File: src/rtl/fsm_ringmonitor4_pkg.sv
// Shared definitions for the ring-sequence monitor: FSM state encoding and
// index-width derivation.
package fsm_ringmonitor4_pkg;

  typedef enum logic [1:0] {
    HUNT   = 2'b00,
    LOCKED = 2'b01,
    FAULT  = 2'b10
  } state_e;

  localparam int RING_N_DEFAULT = 4;

  // A 2-entry ring still needs one index bit, so clamp the lower end.
  function automatic int idx_width(input int n);
    return (n <= 2) ? 1 : $clog2(n);
  endfunction

endpackage

File: src/rtl/ring_onehot_dec.sv
// Combinational one-hot decoder: vec[N-1] maps to index 0, vec[0] to index N-1.
module ring_onehot_dec #(
  parameter int N     = 4,
  parameter int IDX_W = 2
) (
  input  logic [N-1:0]     vec,
  output logic [IDX_W-1:0] idx,
  output logic             is_onehot
);

  always_comb begin
    idx = '0;
    for (int i = 0; i < N; i++) begin
      if (vec[N-1-i]) idx = IDX_W'(i);
    end
  end

  // Exactly one bit set: non-zero and clearing the lowest set bit leaves zero.
  assign is_onehot = (vec != '0) && ((vec & (vec - N'(1))) == '0);

endmodule

File: src/rtl/fsm_ringmonitor4.sv
// Receive-side checker for a one-hot ring sequence: decodes position, validates
// hold/forward-step transitions, pulses on steps and errors, counts laps.
module fsm_ringmonitor4
  import fsm_ringmonitor4_pkg::*;
#(
  parameter int N     = RING_N_DEFAULT,
  parameter int LAP_W = 8,
  localparam int IDX_W = idx_width(N)
) (
  input  logic             clk,
  input  logic             reset,
  input  logic             clear,
  input  logic [N-1:0]     ring_in,
  output logic [IDX_W-1:0] index_out,
  output logic             valid,
  output logic             step,
  output logic [LAP_W-1:0] lap_count,
  output logic             onehot_err,
  output logic             seq_err,
  output logic             fault,
  output logic [1:0]       state_dbg
);

  localparam logic [IDX_W-1:0] LAST_IDX = IDX_W'(N - 1);

  logic [N-1:0]     smp_q;
  state_e           state_q, state_d;
  logic [IDX_W-1:0] idx_q, idx_d;
  logic [LAP_W-1:0] lap_q, lap_d;
  logic             step_q, step_d;
  logic             oh_err_q, oh_err_d;
  logic             seq_err_q, seq_err_d;

  logic [IDX_W-1:0] dec_idx;
  logic             dec_onehot;
  logic [IDX_W-1:0] next_idx;

  ring_onehot_dec #(.N(N), .IDX_W(IDX_W)) u_dec (
    .vec       (smp_q),
    .idx       (dec_idx),
    .is_onehot (dec_onehot)
  );

  // Forward neighbour of the last accepted position, wrapping at N.
  assign next_idx = (idx_q == LAST_IDX) ? '0 : idx_q + IDX_W'(1);

  always_comb begin
    state_d   = state_q;
    idx_d     = idx_q;
    lap_d     = lap_q;
    step_d    = 1'b0;
    oh_err_d  = 1'b0;
    seq_err_d = 1'b0;
    if (clear) begin
      state_d = HUNT;
      lap_d   = '0;
    end else begin
      case (state_q)
        HUNT: begin
          if (dec_onehot) begin
            idx_d   = dec_idx;
            state_d = LOCKED;
          end
        end
        LOCKED: begin
          if (!dec_onehot) begin
            oh_err_d = 1'b1;
            state_d  = FAULT;
          end else if (dec_idx == next_idx) begin
            step_d = 1'b1;
            idx_d  = dec_idx;
            if (idx_q == LAST_IDX) lap_d = lap_q + LAP_W'(1);
          end else if (dec_idx != idx_q) begin
            seq_err_d = 1'b1;
            state_d   = FAULT;
          end
        end
        FAULT:   state_d = FAULT;
        default: state_d = HUNT;
      endcase
    end
  end

  always_ff @(posedge clk or negedge reset) begin
    if (!reset) begin
      smp_q     <= '0;
      state_q   <= HUNT;
      idx_q     <= '0;
      lap_q     <= '0;
      step_q    <= 1'b0;
      oh_err_q  <= 1'b0;
      seq_err_q <= 1'b0;
    end else begin
      smp_q     <= ring_in;
      state_q   <= state_d;
      idx_q     <= idx_d;
      lap_q     <= lap_d;
      step_q    <= step_d;
      oh_err_q  <= oh_err_d;
      seq_err_q <= seq_err_d;
    end
  end

  assign index_out  = idx_q;
  assign valid      = (state_q == LOCKED);
  assign fault      = (state_q == FAULT);
  assign step       = step_q;
  assign lap_count  = lap_q;
  assign onehot_err = oh_err_q;
  assign seq_err    = seq_err_q;
  assign state_dbg  = state_q;

endmodule

File: config.mk
export PLATFORM = sky130hd
export DESIGN_NAME = fsm_ringmonitor4
export DESIGN_NICKNAME = d
export VERILOG_FILES = /design/src/rtl/fsm_ringmonitor4_pkg.sv /design/src/rtl/ring_onehot_dec.sv /design/src/rtl/fsm_ringmonitor4.sv
export SDC_FILE = /design/constraint.sdc
export NUM_CORES = 1
export LEC_CHECK = 0
export CAP_MARGIN = 20
export CORE_ASPECT_RATIO = 1.25
export CORE_MARGIN = 4
export CORE_UTILIZATION = 40
export DETAILED_ROUTE_END_ITERATION = 10
export DONT_BUFFER_PORTS = 1
export PLACE_DENSITY = 0.56
export REMOVE_ABC_BUFFERS = 1
export SLEW_MARGIN = 20
export SYNTH_ARGS = -nofsm -noshare
export SYNTH_HDL_FRONTEND = slang
export SYNTH_SLANG_ARGS = --single-unit
export TNS_END_PERCENT = 5
File: constraint.sdc
create_clock -name clk -period 2.2 [get_ports clk]
set_input_delay 0.44 -clock clk [delete_from_list [all_inputs] [get_ports clk]]
set_output_delay 0.44 -clock clk [all_outputs]
set_load 0.05 [all_outputs]
== After elaboration in Yosys (flattened, before gate mapping) ==
Cells that the tools add are included.
Word-level totals
  register bits after elaboration: 19
  output and inout bits: 17
  word-level logic and storage cells: 66
Cells by class
  add/sub/neg operators: 3
  eq/ne operators: 11
  mux-type cells: 31
  bitwise logic cells: 2
  reductions and logical operators: 12
Operator list (number)
  $mux W8: 5
  $mux W2: 11
  $mux W1: 13
  $reduce_bool A2 Y1: 5
  $add A8 B1 Y8 const B: 1
  $pmux W2 S3: 1
  $reduce_and A5 Y1: 1
  $and A4 B4 Y4: 1
  $eq A2 B2 Y1 const B: 2
  $logic_not A4 Y1: 1
  $ne A2 B1 Y1 const B: 2
  $ne A4 B3 Y1 const B: 1
  $ne A4 B4 Y1 const B: 1
  $pmux W2 S2: 1
  $reduce_and A4 Y1: 1
  $reduce_bool A4 Y1: 1
  $sub A4 B1 Y4 const B: 1
  $ne A3 B3 Y1 const B: 1
  $reduce_and A3 Y1: 1
  $add A2 B1 Y2 const B: 1
  $eq A2 B1 Y1 const B: 1
  $eq A2 B2 Y1: 1
  $logic_not A2 Y1: 1
  $ne A2 B2 Y1: 1
  other kinds (3): 3

== Logic depth before layout (Yosys ltp) ==
Gate-level depths: netlist (run 1).
  word-level depth: 9
  gate-level depth with buffers: 7
  mapped depth without buffers: 7

== By module ==
From an unflattened synthesis (run 1), not the netlist that was laid out.
Unflattened totals
  cell total of the unflattened synthesis: 86
  area, all modules: 950.9 sq um
By module, submodules not included
  fsm_ringmonitor4: instances 1, cells each 79, area an instance 894.6 sq um, sequential area each 475.5 sq um
  ring_onehot_dec: instances 1, cells each 7, area an instance 56.3 sq um, sequential area each 0.0 sq um

== Worst setup path after synthesis (run 1) ==
Ideal clock, no wire load.
  kind: register -> register
  from: register state_q[1], in the netlist state_dbg[1]
  to: register lap_q[5], in the netlist lap_count[5]
  arrival: 2.388 ns
  data required time: 2.122 ns
  slack: -0.266 ns
  cell stages (with the launch flop): 8
  path buffers: 0
  period minus slack after synthesis: 2.466 ns
  cells stage by stage: dfrtp_1 -> inv_1 -> ha_1 -> nand2_1 -> a21oi_4 -> nand2_4 -> or4_1 -> a21oi_1
Between the ends
  longest elaborated chain between the ends: 3
RTL lines
  start, declared: line fsm_ringmonitor4.sv:27  | state_e state_q, state_d;
  start signal, assigned: line fsm_ringmonitor4.sv:95  | state_q <= state_d;
  $eq A2 B1 Y1
  via valid: line fsm_ringmonitor4.sv:15  | output logic valid,
  $reduce_bool A2 Y1 (no line)
  $reduce_and A4 Y1 (no line)
  end signal, assigned: line fsm_ringmonitor4.sv:97  | lap_q <= lap_d;
  end, declared: line fsm_ringmonitor4.sv:29  | logic [LAP_W-1:0] lap_q, lap_d;
The timed path passes the listed nets, and every way through them passes these cells.
A chain may end at the register's enable or synchronous reset.

== Worst setup path after layout (run 1) ==
  from: register smp_q[0]
  to: register lap_q[6], in the netlist lap_count[6]
Between the ends
  longest elaborated chain between the ends: 6
  elaborated cells on any way between the ends: 10
  classes of those cells: add/sub: 1; eq/ne: 1; mux: 1; bitwise: 1; reduce/logical: 6
RTL lines
  start, declared: line fsm_ringmonitor4.sv:26  | logic [N-1:0] smp_q;
  start signal, assigned: line fsm_ringmonitor4.sv:94  | smp_q <= ring_in;
  $sub A4 B1 Y4: line ring_onehot_dec.sv:19  | assign is_onehot = (vec != '0) && ((vec & (vec - N'(1))) == '0);
  $and A4 B4 Y4: line ring_onehot_dec.sv:19
  $logic_not A4 Y1: line ring_onehot_dec.sv:19
  $logic_and A1 B1 Y1: line ring_onehot_dec.sv:19
  $reduce_bool A2 Y1 (no line)
  $reduce_and A4 Y1 (no line) *
Mark *: on every way between the ends. The rest lies on a longest branch, timed or not.

==> results of run 1 <==
## through the flow
step,power (W),utilization
finish,0.000919,0.480
global route,0.000976,0.480
CTS,0.000929,0.480
detailed placement,0.000738,0.465
global placement,0.000727,0.465
floorplan,0.000652,-
## routing by layer
layer  track usage  up-vias
li1              -      390
met1         0.147      400
met5             0        -
met3        0.0230        5
met4        0.0863        0
met2         0.242       16
## final timing paths
kind / startpoint / cells past startpoint / end / slack [ns]
worst min-delay path: ring_in[2] / 0 / smp_q[2] / 0.15
max in group asynchronous: reset / 1 / smp_q[0] / 1.01
min in group asynchronous: reset / 1 / lap_count[7] / 0.67
worst min register to register: lap_count[1] / 2 / lap_count[1] / 0.60
worst max-delay path: smp_q[0] / 6 / lap_count[6] / 0.17
worst max register to register: smp_q[0] / 6 / lap_count[6] / 0.17
## state kept, by name, indices dropped and copies added (netlist names)
register,cells
step,1
seq_err,1
smp_q,4
lap_count,8
state_dbg,2
index_out,2
onehot_err,1
## cells by family after synthesis
| logic type | after synthesis |
|---|---|
| AND/OR/NAND/NOR | 40 |
| AO/OA/AOI/OAI | 19 |
| flip-flops | 19 |
| buffers and inverters | 8 |
| XOR/XNOR | 6 |
| adder cells (fa/ha/maj) | 5 |
| multiplexers | 3 |
## worst max-delay path: cells and delay by family (launching register included)
| kind | cells | cell delay, ns |
|---|---|---|
| simple gates | 3 | 0.98 |
| flops | 1 | 0.46 |
| compound gates | 2 | 0.37 |
| xor+xnor | 1 | 0.15 |
## power breakdown
part / internal (W) / leakage [nW] / switching, W
Clock: 0.0000708 / 0.0150 / 0.000110
Sequential: 0.000372 / 0.249 / 0.0000240
Combinational: 0.000121 / 0.289 / 0.000221
## layout make-up
| type | count | share of cell area |
|---|---|---|
| flip-flops and latches | 19 | 0.404 |
| clock buffers | 4 | 0.0223 |
| multi-input cells | 73 | 0.441 |
| repair buffers | 12 | 0.0786 |
| well taps | 33 | 0.0351 |
| inverters | 6 | 0.0191 |
## timing repair
action / 4_1_cts / 5_1_grt
hold buffers: 1 / 0
endpoints found under the hold margin: 19 / 0
buffers inserted: 0 / 0
## cell usage after synthesis (2+ instances only)
cell,instances,share of area
a21oi_1,4,0.020
and3_1,3,0.018
clkbuf_1,2,0.0073
dfrtp_1,19,0.46
ha_1,5,0.061
inv_1,6,0.022
mux2i_1,2,0.020
nand2_1,6,0.022
nand3_1,7,0.034
nand4_1,2,0.012
nor2_1,7,0.026
nor2b_1,3,0.018
o2111ai_1,3,0.026
o21ai_0,4,0.020
o31ai_1,2,0.015
or4_1,2,0.015
xnor2_1,3,0.026
xor2_1,3,0.026
## cells in the final DEF (no fill, tap or decap), types with 2 or more instances in the layout
cell,n
o21ai_0,4
nand3_1,7
clkbuf_4,3
buf_4,11
inv_1,6
o2111ai_1,3
nor2b_1,3
o31ai_1,2
nor2_1,7
or4_1,2
a21oi_1,4
nand2_1,6
xnor2_1,3
dfrtp_1,19
mux2i_1,2
ha_1,5
xor2_1,3
nand4_1,2
and3_1,3
==> impl_metrics.env, run 1 <==
export IMPL_dp_slack_ns=0.188
export IMPL_clockRootBuffer="clkbuf_4"
export IMPL_cp_end_kind="flip-flop"
export IMPL_muxShareOfSynthArea=0.0305
export IMPL_post_route_period_util=0.922
export IMPL_ys_warnings_count=0
export IMPL_routed_via_density=5.52
export IMPL_synth_xor_area_share=0.0513
export IMPL_fp_row_count=20
export IMPL_grt_pass1_vias=782
export IMPL_hold_class="in -> reg"
export IMPL_cts_max_level=1
export IMPL_synthArstFlopShare=1.00
export IMPL_antenna_found_initial=0
export IMPL_finalMaxSlewViolations=0
export IMPL_cp_max_fo=8
export IMPL_final_seq_area_sq_um=475
export IMPL_port_buffers=0
export IMPL_area_growth_pct=14.9
export IMPL_grt_pass1_wl_um=3460
export IMPL_cts_tree="yes"
export IMPL_ioPinCount=24
export IMPL_ys_seq_area_frac=0.464
export IMPL_start_util=0.418
export IMPL_clock_sinks=19
export IMPL_drt_pass1_iter_count=4
export IMPL_max_cap_violations=0
export IMPL_setup_viol=0
export IMPL_nets=127
export IMPL_period_needed_ns=2.03
export IMPL_ant_nets=0
export IMPL_via_count=811
export IMPL_slew_headroom=0.439
export IMPL_whs_ns=0.151
export IMPL_layout_drive_gt1_share=0.184
export IMPL_p_leak_nw=0.553
export IMPL_worstPathArrival_ns=2.26
export IMPL_diodes=0
export IMPL_grt_usage=0.138
export IMPL_core_area_sq_mm=0.00245
export IMPL_cp_slowest_cell="or4_1"
export IMPL_status="finished clean"
export IMPL_drt_iter0_drc=12
export IMPL_tightestPinTransition_ns=0.839
export IMPL_finalWorstSetupSlack_ns=0.171
export IMPL_final_cells=147
export IMPL_synth_top_family_by_area="simple AND/OR/NAND/NOR gates"
export IMPL_synthDistinctLibCells=35
export IMPL_synth_compound_area_frac=0.133
export IMPL_wl_met2_um=1160
export IMPL_synth_edf_count=0
export IMPL_cts_buffer_depth=2
export IMPL_top_layer_used="met4"
export IMPL_insertion_delay_ns=0.30
export IMPL_hpwl_um=1640
export IMPL_routedLengthMet1_um=796
export IMPL_place_gp_congestion=0.807
export IMPL_cts_buffers=3
export IMPL_nFillCells=252
export IMPL_synth_cells=100
export IMPL_synth_ff_type="dfrtp_1"
export IMPL_route_detailed_drc=0
export IMPL_power_density_mw_per_mm2=780
export IMPL_wirelength_um=2100
export IMPL_rsz0062_at_grt="false"
export IMPL_met3_length_um=86
export IMPL_dp_cells=142
export IMPL_required_ns=2.43
export IMPL_setup_tns_ns=0
export IMPL_crit_type="reg -> reg"
export IMPL_grt_overflow_total=0
export IMPL_synth_seq_cells=19
export IMPL_die_h_um=64.6
export IMPL_cp_start_kind="flip-flop"
export IMPL_dieArea_sq_mm=0.00344
export IMPL_max_stage_delay_ns=0.51
export IMPL_finClkSkew_ns=0.00525
export IMPL_cts_clk_slew_worst_paths_ns=0.11
export IMPL_synth_avg_cell_area_sq_um=10.2
export IMPL_final_area_sq_mm=0.00118
export IMPL_yosys_area_share_simple=0.231
export IMPL_ctsResizeCount=0
export IMPL_dieWidth_um=53.3
export IMPL_place_area_sq_mm=0.00114
export IMPL_synthAdderAreaFrac=0.0611
export IMPL_wire_per_inst_um=14.3
export IMPL_synth_cell_area_sq_mm=0.00102
export IMPL_peakVddDrop_uv=392
export IMPL_worstPathCellList="xnor2_1, or3_4, a21oi_4, nand2_4, or4_1, a21oi_1"
export IMPL_fmax_mhz=493
export IMPL_multi_input_area_sq_um=519
export IMPL_grt_start_max_net_pins=20
export IMPL_hold_viol_final=0
Note: power is estimated with default switching activity, not from simulation.
==> run 2, diff against run 1 <==
==> constraint.sdc (replaced) <==
create_clock -name clk -period 2.33 [get_ports clk]
set_input_delay 0.466 -clock clk [delete_from_list [all_inputs] [get_ports clk]]
set_output_delay 0.466 -clock clk [all_outputs]
set_load 0.05 [all_outputs]
==> run 2 against run 1 <==
Compared with the run above:
- wire length down 1.4%
- sequential power down 5.6%
- non-clock buffer count is the same
- sequential cell count did not move
- largest cell class unchanged
- global-route usage is 0.094 points lower
==> impl_metrics.env, run 2 (synthesized netlist as in run 1, its figures left out) <==
export IMPL_period_needed_ns=2.03
export IMPL_insertion_delay_ns=0.29
export IMPL_power_total_w=0.000856
export IMPL_cts_max_level=1
export IMPL_post_route_period_util=0.870
export IMPL_hpwl_um=1600
export IMPL_area_growth_pct=14.9
export IMPL_setup_viol=0
export IMPL_worstSetupEndpoint="lap_count[6]"
export IMPL_p_leak_nw=0.553
export IMPL_nFillCells=247
export IMPL_finClkSkew_ns=0.00394
export IMPL_die_h_um=64.6
export IMPL_hold_viol_final=0
export IMPL_ioPinCount=24
export IMPL_mostFrequentLayoutCell="dfrtp_1"
export IMPL_power_density_mw_per_mm2=727
export IMPL_ctsResizeCount=0
export IMPL_reg2reg_to="lap_count[6]"
export IMPL_fmax_mhz=493
export IMPL_r2r_worst_path_cells=6
export IMPL_fp_row_count=20
export IMPL_finalMaxSlewViolations=0
export IMPL_grt_usage=0.137
export IMPL_wirelength_um=2070
export IMPL_nets=127
export IMPL_port_buffers=0
export IMPL_max_stage_delay_ns=0.51
export IMPL_ant_nets=0
export IMPL_diodes=0
export IMPL_start_util=0.418
export IMPL_place_gp_congestion=0.817
export IMPL_via_count=786
export IMPL_cp_end_kind="flip-flop"
export IMPL_cp_slowest_cell="or4_1"
export IMPL_dp_cells=142
export IMPL_largest_reg_flops=8
export IMPL_grt_start_max_net_pins=20
export IMPL_slew_headroom=0.424
export IMPL_cts_clk_slew_worst_paths_ns=0.11
export IMPL_max_cap_violations=0
export IMPL_required_ns=2.55
export IMPL_core_area_sq_mm=0.00245
export IMPL_layout_drive_gt1_share=0.184
export IMPL_dieArea_sq_mm=0.00344
export IMPL_reg2reg_from="smp_q[1]"
export IMPL_dieWidth_um=53.3
export IMPL_cts_buffer_depth=2
export IMPL_tightestPinTransition_ns=0.861
export IMPL_hold_class="in -> reg"
export IMPL_antenna_found_initial=0
export IMPL_clock_sinks=19
export IMPL_final_area_sq_mm=0.00118
export IMPL_cts_setup_buffers=0
export IMPL_routed_via_density=5.35
export IMPL_worstPathCellList="xnor2_1, or3_4, a21oi_4, nand2_4, or4_1, a21oi_1"
export IMPL_cts_tree="yes"
export IMPL_grt_pass1_wl_um=3560
export IMPL_status="finished clean"
export IMPL_route_detailed_drc=0
export IMPL_cts_hold_buf=1
export IMPL_cts_buffers=3
export IMPL_drt_iter0_drc=13
export IMPL_drt_pass1_iter_count=4
export IMPL_crit_path_start="smp_q[1]"
export IMPL_cp_max_fo=8
export IMPL_wire_per_inst_um=14.1
export IMPL_setup_tns_ns=0
export IMPL_whs_ns=0.191
export IMPL_r2r_setup_slack_ns=0.30
export IMPL_grt_overflow_total=0
export IMPL_clockRootBuffer="clkbuf_4"
export IMPL_grt_pass1_vias=774
export IMPL_peakVddDrop_uv=383
export IMPL_final_cells=147
export IMPL_worstPathArrival_ns=2.25
export IMPL_cp_start_kind="flip-flop"
export IMPL_crit_type="reg -> reg"
export IMPL_rsz0062_at_grt="false"
export IMPL_final_cell_mix="dfrtp_1 (19), buf_4 (11), nor2_1 (7), nand3_1 (7)"
export IMPL_place_area_sq_mm=0.00114
[run 2: cell counts in the layout (fill, tap and decap cells not counted)]
No cell type changed its count.
[run 2: critical path: cells and delay by family, from the launching register on]
kind / cells / cell delay (ns)
AO/OA/AOI/OAI: 2 / 0.37
flip-flops: 1 / 0.46
AND/OR/NAND/NOR: 3 / 0.98
XOR/XNOR: 1 / 0.16
[run 2: through the flow]
step	setup slack, ns	util
floorplan	-0.135	-
global placement	0.339	0.465
detailed placement	0.313	0.465
CTS	0.289	0.480
global route	0.159	0.480
finish	0.303	0.480
[run 2: final cells by class]
class | count | area (sq um) | area share
Multi-Input combinational cell | 73 | 519 | 0.441
Timing Repair Buffer | 12 | 92.6 | 0.0786
Sequential cell | 19 | 475 | 0.404
Inverter | 6 | 22.5 | 0.0191
Tap cell | 33 | 41.3 | 0.0351
Clock buffer | 4 | 26.3 | 0.0223
[run 2: per-layer routing]
metal | global-route usage | wire, um | vias to the layer above
li1 | - | - | 391
met1 | 0.164 | 862 | 378
met2 | 0.238 | 1100 | 15
met3 | 0.0207 | 97 | 2
met4 | 0.0575 | 15 | 0
met5 | 0 | 0 | -
[run 2: worst min-delay path by stage]
stage	start	to	slack, ns	cells past startpoint
final	ring_in[2]	smp_q[2]	0.19	0
after global routing	ring_in[2]	smp_q[2]	0.16	0
after CTS	ring_in[3]	smp_q[3]	0.17	0
after detailed placement	reset	lap_count[0]	0.17	0
after global placement	reset	lap_count[7]	0.17	0
after floorplan	reset	index_out[0]	0.17	0
[run 2: power breakdown]
part           internal, W  switching, W  leakage, nW  total, W
clock network    0.0000665     0.0000969       0.0150  0.000163
registers         0.000351     0.0000234        0.249  0.000374
logic             0.000115      0.000204        0.289  0.000319
==> run 3, diff against run 2 <==
--- a/config.mk
+++ b/config.mk
@@ -8,10 +8,10 @@
 export CAP_MARGIN = 20
 export CORE_ASPECT_RATIO = 1.25
 export CORE_MARGIN = 4
-export CORE_UTILIZATION = 40
+export CORE_UTILIZATION = 60
 export DETAILED_ROUTE_END_ITERATION = 10
 export DONT_BUFFER_PORTS = 1
-export PLACE_DENSITY = 0.56
+export PLACE_DENSITY = 0.78
 export REMOVE_ABC_BUFFERS = 1
 export SLEW_MARGIN = 20
 export SYNTH_ARGS = -nofsm -noshare
==> run 3 against run 2 <==
Compared with the run above:
- register-to-register slack is essentially flat
- critical path depth grew 1
- final cell count shrank 11%
- sequential power is essentially flat
- core utilization grew 24 points
- clock power grew 4%
- largest cell class unchanged
- largest power group unchanged
==> impl_metrics.env, run 3 (synthesized netlist as in run 1, its figures left out) <==
export IMPL_area_growth_pct=12.3
export IMPL_p_sw_w=0.000334
export IMPL_peakVddDrop_uv=643
export IMPL_cp_slowest_cell="dfrtp_1"
export IMPL_setup_viol=0
export IMPL_grt_pass1_wl_um=3350
export IMPL_cp_max_fo=9
export IMPL_clockRootBuffer="clkbuf_4"
export IMPL_period_needed_ns=2.03
export IMPL_tightestPinTransition_ns=0.814
export IMPL_worstPathCellList="buf_4, or3_1, nand4b_1, nand3_4, o2111ai_1, a31oi_1, o22ai_1"
export IMPL_cts_buffer_depth=2
export IMPL_core_area_sq_mm=0.00160
export IMPL_antenna_found_initial=0
export IMPL_cts_setup_buffers=0
export IMPL_place_gp_congestion=0.895
export IMPL_cts_max_level=1
export IMPL_status="finished clean"
export IMPL_largest_reg_flops=8
export IMPL_finalWorstSetupSlack_ns=0.299
export IMPL_cp_top_family="compound AO/OA/AOI/OAI gates"
export IMPL_worstPathArrival_ns=2.26
export IMPL_crit_type="reg -> reg"
export IMPL_grt_usage=0.195
export IMPL_grt_pass1_vias=782
export IMPL_post_route_period_util=0.872
export IMPL_fp_row_count=16
export IMPL_sequentialPowerShare=0.435
export IMPL_start_util=0.640
export IMPL_cp_start_kind="flip-flop"
export IMPL_insertion_delay_ns=0.31
export IMPL_dp_slack_ns=0.341
export IMPL_hold_class="in -> reg"
export IMPL_grt_overflow_total=0
export IMPL_ioPinCount=24
export IMPL_hpwl_um=1520
export IMPL_dieWidth_um=45.0
export IMPL_drt_pass1_iter_count=4
export IMPL_swShare=0.390
export IMPL_via_count=792
export IMPL_final_cell_mix="dfrtp_1 (19), buf_4 (10), nor2_1 (7), nand3_1 (7)"
export IMPL_dieArea_sq_mm=0.00244
export IMPL_finClkSkew_ns=0.00489
export IMPL_finalMaxSlewViolations=0
export IMPL_slew_headroom=0.455
export IMPL_cts_clk_slew_worst_paths_ns=0.10
export IMPL_rsz0062_at_grt="false"
export IMPL_power_share_clock=0.197
export IMPL_wire_per_inst_um=15.4
export IMPL_whs_ns=0.175
export IMPL_diodes=0
export IMPL_wirelength_um=2020
export IMPL_nets=126
export IMPL_ctsResizeCount=0
export IMPL_port_buffers=0
export IMPL_power_total_w=0.000857
export IMPL_max_stage_delay_ns=0.40
export IMPL_fin_util=0.719
export IMPL_layout_drive_gt1_share=0.177
export IMPL_clock_sinks=19
export IMPL_required_ns=2.56
export IMPL_cts_tree="yes"
export IMPL_routed_via_density=6.05
export IMPL_route_detailed_drc=0
export IMPL_mostFrequentLayoutCell="dfrtp_1"
export IMPL_die_h_um=54.2
export IMPL_grt_start_max_net_pins=20
export IMPL_fmax_mhz=492
export IMPL_hold_viol_final=0
export IMPL_cp_end_kind="flip-flop"
export IMPL_max_cap_violations=0
export IMPL_ant_nets=0
export IMPL_setup_tns_ns=0
export IMPL_pwr_share_comb=0.368
export IMPL_p_int_w=0.000523
export IMPL_drt_iter0_drc=6
export IMPL_cp_buffers_inverters=1
export IMPL_cts_buffers=3
export IMPL_p_leak_nw=0.548
export IMPL_power_density_mw_per_mm2=744
## run 3: changes by cell type in the layout (fill, tap and decap cells not counted)
cell	change
buf_4	-1
## run 3: path summary, 6_finish.rpt
check | start | endpoint | slack [ns] | depth (start not counted)
setup / recovery | index_out[0] | state_dbg[1] | 0.30 | 7
hold / removal | ring_in[1] | smp_q[1] | 0.17 | 0
setup reg to reg | index_out[0] | state_dbg[1] | 0.30 | 7
hold reg to reg | lap_count[3] | lap_count[3] | 0.60 | 2
max in group asynchronous | reset | smp_q[2] | 1.14 | 1
min in group asynchronous | reset | seq_err | 0.69 | 1
## run 3: area by class of cell
type | count | area (sq um)
clock buffers | 4 | 26.3
fillers | 111 | 450
inverters | 6 | 22.5
multi-input cells | 73 | 519
flip-flops and latches | 19 | 475
well taps | 18 | 22.5
repair buffers | 11 | 85.1
## run 3: power groups by stage
stage	sequential (W)	combinational, W	clock, W
finish	0.000373	0.000315	0.000169
global route	0.000377	0.000347	0.000181
CTS	0.000372	0.000316	0.000167
detailed placement	0.000379	0.000306	0
global placement	0.000377	0.000294	0
floorplan	0.000452	0.000163	0
## run 3: repair_timing
| action | 4_1_cts | 5_1_grt |
|---|---|---|
| hold endpoints to repair | 19 | 0 |
| endpoints found under the setup margin | 0 | 0 |
| hold buffers | 1 | 0 |
## run 3: layer usage
metal / vias up / routed length, um / share of wire / GRT usage
met2: 25 / 979 / 0.49 / 0.300
met5: - / 0 / 0 / 0
li1: 388 / - / - / -
met1: 374 / 854 / 0.42 / 0.233
met3: 5 / 143 / 0.071 / 0.0803
met4: 0 / 40 / 0.020 / 0.0976
## run 3: through the flow
| step | area, sq um | std cells |
|---|---|---|
| final | 1150 | 131 |
| after global routing | 1150 | 131 |
| after CTS | 1150 | 131 |
| after detailed placement | 1110 | 126 |
| after global placement | 1110 | 126 |
| after floorplan | 1020 | 98 |
